--- config.mk ---
export PLATFORM = sky130hd
export DESIGN_NAME = i2s_rx_mod
export DESIGN_NICKNAME = d
export VERILOG_FILES = /design/src/rtl/i2s_rx_mod.sv
export SDC_FILE = /design/constraint.sdc
export NUM_CORES = 1
export LEC_CHECK = 0
export ABC_AREA = 1
export ABC_CLOCK_PERIOD_IN_PS = 2300
export CORE_MARGIN = 2
export CORE_UTILIZATION = 47
export DETAILED_ROUTE_END_ITERATION = 8
export PLACE_DENSITY = 0.67
export SETUP_SLACK_MARGIN = 0.3
export SYNTH_ARGS = -nofsm -noshare
export SYNTH_HDL_FRONTEND = slang
export SYNTH_SLANG_ARGS = --single-unit
--- constraint.sdc ---
create_clock -name ctl_clk -period 2.3 [get_ports ctl_clk]
set_input_delay 0.46 -clock ctl_clk [delete_from_list [all_inputs] [get_ports ctl_clk]]
set_output_delay 0.46 -clock ctl_clk [all_outputs]
set_load 0.02 [all_outputs]
--- src/rtl/i2s_rx_mod.sv ---
// i2s_rx_mod: Philips I2S slave receiver, oversampled in the ctl_clk domain.
// BCLK, LRCK and data are synchronized, BCLK rising edges are detected, and
// each left/right slot is deserialized MSB first into a left-justified word.
// A completed stereo pair is presented with a one-cycle wave_valid strobe.
// Optional feature: define I2S_RX_SLOT_CHECK_EN to enable the sticky
// slot-length check on frame_err (otherwise frame_err is tied low).
module i2s_rx_mod #(
    parameter int BITWIDTH  = 24,
    parameter int SLOT_BITS = 32
) (
    input  logic                ctl_clk,
    input  logic                ctl_rst,
    input  logic                i2s_bclk,
    input  logic                i2s_lrck,
    input  logic                i2s_rx,
    output logic [BITWIDTH-1:0] wave_out_l,
    output logic [BITWIDTH-1:0] wave_out_r,
    output logic                wave_valid,
    output logic                frame_err
);

    typedef enum logic [1:0] {
        SYNC  = 2'd0,
        LEFT  = 2'd1,
        RIGHT = 2'd2
    } state_t;

    localparam logic [6:0] BW7 = 7'(BITWIDTH);

    state_t              state;
    logic [2:0]          bclk_s;
    logic [1:0]          lrck_s;
    logic [1:0]          rx_s;
    logic                lrck_prev;
    logic [5:0]          idx;
    logic [BITWIDTH-1:0] shreg;
    logic [BITWIDTH-1:0] hold_l;

    logic                bclk_rise;
    logic                lrck_d;
    logic                rx_d;
    logic                lrck_change;
    logic                idx_in_word;
    logic [6:0]          fill;
    logic [BITWIDTH-1:0] shift_in;
    logic [BITWIDTH-1:0] word;

    assign bclk_rise   = bclk_s[1] & ~bclk_s[2];
    assign lrck_d      = lrck_s[1];
    assign rx_d        = rx_s[1];
    assign lrck_change = (lrck_d != lrck_prev);
    assign fill        = {1'b0, idx} + 7'd1;
    assign idx_in_word = ({1'b0, idx} < BW7);

    // Shift register contents including the current bit (only while inside the word)
    assign shift_in = idx_in_word ? ((shreg << 1) | BITWIDTH'(rx_d)) : shreg;

    // Short slots are left-justified so the MSB of the slot lands in the word MSB
    assign word = (fill < BW7) ? (shift_in << (BW7 - fill)) : shift_in;

    // Two-stage synchronizers for all pins, plus a third BCLK stage for edge detection
    always_ff @(posedge ctl_clk or negedge ctl_rst) begin
        if (!ctl_rst) begin
            bclk_s <= 3'b000;
            lrck_s <= 2'b00;
            rx_s   <= 2'b00;
        end else begin
            bclk_s <= {bclk_s[1:0], i2s_bclk};
            lrck_s <= {lrck_s[0], i2s_lrck};
            rx_s   <= {rx_s[0], i2s_rx};
        end
    end

    // Slot deserializer and frame state machine, advanced once per BCLK rising edge
    always_ff @(posedge ctl_clk or negedge ctl_rst) begin
        if (!ctl_rst) begin
            state      <= SYNC;
            idx        <= 6'd0;
            shreg      <= '0;
            hold_l     <= '0;
            lrck_prev  <= 1'b0;
            wave_out_l <= '0;
            wave_out_r <= '0;
            wave_valid <= 1'b0;
        end else begin
            wave_valid <= 1'b0;
            if (bclk_rise) begin
                lrck_prev <= lrck_d;
                if (lrck_change) begin
                    idx   <= 6'd0;
                    shreg <= '0;
                    case (state)
                        SYNC: begin
                            if (!lrck_d) begin
                                state <= LEFT;
                            end
                        end
                        LEFT: begin
                            if (lrck_d) begin
                                hold_l <= word;
                                state  <= RIGHT;
                            end
                        end
                        RIGHT: begin
                            if (!lrck_d) begin
                                wave_out_l <= hold_l;
                                wave_out_r <= word;
                                wave_valid <= 1'b1;
                                state      <= LEFT;
                            end
                        end
                        default: state <= SYNC;
                    endcase
                end else begin
                    if (idx_in_word) begin
                        shreg <= shift_in;
                    end
                    if (idx != 6'd63) begin
                        idx <= idx + 6'd1;
                    end
                end
            end
        end
    end

`ifdef I2S_RX_SLOT_CHECK_EN
    localparam logic [6:0] SLOT7 = 7'(SLOT_BITS);

    // Sticky flag set when a slot closed outside SYNC had the wrong bit count
    always_ff @(posedge ctl_clk or negedge ctl_rst) begin
        if (!ctl_rst) begin
            frame_err <= 1'b0;
        end else if (bclk_rise && lrck_change && (state != SYNC) && (fill != SLOT7)) begin
            frame_err <= 1'b1;
        end
    end
`else
    assign frame_err = 1'b0;
`endif

endmodule

==> reports/results.txt <==
DR vias: 6298
Initial Util: 48.4%
Synth Area in Adders: 0.203%
WL/cell: 17.3 µm
DR pass1 iterations: 4
Sink Count: 113
EDFF count, synth: 0
Setup Skew: 0.00725 ns
pre-CTS WS: -0.257 ns
Yosys top cell area share: 45.9%
Worst Path Buf+Inv: 4
CTS tree: yes
Syn Area/Cell: 7.32 µm²
asr flop ratio synth: 100%
io pins: 55
GRT Total Usage: 28.8%
Synth Instances: 842
Power Dens Cells: 885 nW/µm²
Max Fclk: 409 MHz
Critical Path RT: 2.61 ns
Final Core Density: 69.4%
top cells by instance count after synthesis: nand2_1, nand3_1, dfrtp_1
CP Capture Type: flop
crit path DAT: 2.75 ns
multiplexer area fraction after synthesis: 0%
Syn Nets: 848
ANT nets after route: 0
Antenna diodes: 0
DR DRC count: 0
clock root buffer: clkbuf_16
Synth Area in XOR/XNOR: 0.548%
largest net degree at the start of global routing: 75
Hold WC Path Type: input port to asynchronous set/reset pin
placed cells: 1093
Fin. Hold Viols: 0
setup_tns: -2.42 ns
Max-Cap Viols: 0
Cell Area, Synth: 6160 µm²
Detailed Route Iter0 Violations: 533
synth warn: 0
Worst-path clk slew: 0.06 ns
Clk Latency, worst-skew pair: 0.42 ns
crit path max fanout: 6
Slew HR: 63.6%
Compound-Gate Fraction of Synth Area: 11.8%
P_leak: 4.06 nW
crit path time final: 2.44 ns
Unique masters post-synth: 33
Chip Height: 119 µm
kind of critical path: flop to flop
vias in the first global route: 6106
Setup Viol. Count Final: 31
Final Non-Filler Cells: 1142
Placer Congestion: 1.01
Peak VDD IR: 0.567 mV
post-route setup slack: -0.143 ns
cell taking the most area after synthesis: dfrtp_1
RSZ-0062 raised after global routing: yes
largest family of logic cells by synthesized area: simple AND/OR/NAND/NOR gates
slowest stage cell, crit path: dfrtp_1
Clock Path Buffers: 2
TritonCTS buffer count: 17
die area: 14000 µm²
violated checks: negative setup slack
post-synthesis simple-gate area fraction: 32.8%
Layout area overhead: 43.4%
share of layout cells above drive strength 1: 27.7%
slowest cell delay on critical path: 0.38 ns
max-slew violations: 0
top-count cell post-synth: nand2_1
initial antenna violation count: 0
worst-margin pin slew: 0.540 ns
port bufs: 53
grt total ovfl: 0
Via density: 5.51
CP delay by family, top: simple AND/OR/NAND/NOR gates
width of the die: 119 µm
cells along the critical path: ha_2, nand2_2, inv_2, nand2_2, nand2_2, inv_2, nand3_4, nand3_4, nand2_8, buf_12, nand3_4, nand3_2, nand2_2, nand2_2, buf_4, a21oi_4, o22ai_4, nand2_1, nand2_1
register area share after synthesis: 45.9%
CP startpoint kind: flop
most common cell type on the critical path: nand2_2
FF+latch count, synth: 113
hold buffer count at cts: 0
# rows: 41
first-pass GRT wire length: 31.8 mm
top cells by area, synth: dfrtp_1, nand2_1, nand3_1
Core Footprint: 12700 µm²
final WL: 19.8 mm
htree depth: 4
outcome: complete, but fails checks
period utilization: 106%
hpwl dp: 13.3 mm
most used flip-flop cell after synthesis: dfrtp_1
Final #Nets: 963
Hold WS: 0.0496 ns
==> where the power goes <==
part           leakage [nW]  switching (mW)  total (mW)  internal [mW]
combinational          2.19            1.69        2.75           1.06
sequential             1.55          0.0832        2.18           2.10
clock                 0.311           0.999        2.89           1.89
total                  4.06            2.78        7.82           5.04
==> layer usage <==
layer  track usage, %  wire [µm]  vias to the layer above
li1                 -          -                     2984
met1             38.1       8640                     3091
met2             46.6       9660                      186
met3             5.12        869                       37
met4             11.9        622                        0
met5                0          0                        -
==> sequential cells by signal, indices dropped and copies added, names as in the netlist <==
signal / flops
hold_l: 24
wave_out_l: 24
rx_s: 2
shreg: 24
idx: 6
wave_out_r: 24
wave_valid: 1
lrck_prev: 1
state: 2
bclk_s: 3
lrck_s: 2
==> cell families (layout without fill, tap and decap cells) <==
group / count (synthesis) / in the layout
xor+xnor: 3 / 3
fa+ha+maj: 1 / 1
other cells: 1 / 1
buf+inv: 127 / 252
compound gates: 128 / 128
flops: 113 / 113
simple gates: 469 / 472
==> final cells by class <==
cell class                 count  area (µm²)
inverter                      78         322
tap                          172         215
multi-input combinational    605        3490
timing repair buffer         142        1330
sequential                   113        2830
clock buffer                  19         453
clock inverter                13         196
fill                        1078        3890
==> cell usage in the layout (no fill, tap or decap), types with 15 or more instances in the layout <==
cell type / Yosys / routed
buf_4: 9 / 76
clkbuf_16: 0 / 17
clkdlybuf4s50_1: 0 / 52
dfrtp_1: 113 / 113
inv_1: 68 / 68
nand2_1: 305 / 280
nand2_2: 5 / 28
nand3_1: 127 / 73
nand3_2: 8 / 48
o21ai_0: 64 / 52
o21ai_1: 10 / 15
o22ai_1: 28 / 20
==> path summary, 6_finish.rpt <==
path                            from    endpoint  slack (ns)  cells past startpoint
setup / recovery              idx[0]  hold_l[12]       -0.14                     19
hold / removal               ctl_rst    shreg[2]        0.05                      2
setup reg to reg              idx[0]  hold_l[12]       -0.14                     19
hold reg to reg            lrck_s[0]   lrck_s[1]        0.36                      0
max in group asynchronous    ctl_rst   shreg[17]        1.81                      2
min in group ctl_clk       lrck_s[0]   lrck_s[1]        0.36                      0
==> stage by stage <==
| stage | area (µm²) | total power [mW] |
|---|---|---|
| 5_1_grt | 8830 | 8.18 |
| 4_1_cts | 8600 | 7.63 |
| 3_3_place_gp | 7330 | 4.36 |
| 2_1_floorplan | 6190 | 3.54 |
| 3_5_place_dp | 7330 | 4.37 |
| 6_report | 8830 | 7.82 |
==> worst register-to-register path, stage by stage, from the launching register on <==
cell and delay (ns):
dfrtp_1 0.38, ha_2 0.20, nand2_2 0.08, inv_2 0.05, nand2_2 0.08, nand2_2 0.07, inv_2 0.08, nand3_4 0.08
nand3_4 0.17, nand2_8 0.11, buf_12 0.16, nand3_4 0.07, nand3_2 0.09, nand2_2 0.07, nand2_2 0.08, buf_4 0.17
a21oi_4 0.15, o22ai_4 0.10, nand2_1 0.09, nand2_1 0.05
==> repair_timing <==
action	4_1_cts	5_1_grt
setup endpoints to repair	75	68
resized for setup	107	50
gates cloned	4	0
setup buffers	11	2
pin swaps	44	26
endpoints found under the hold margin	0	0
(Power assumes the default switching activity.)
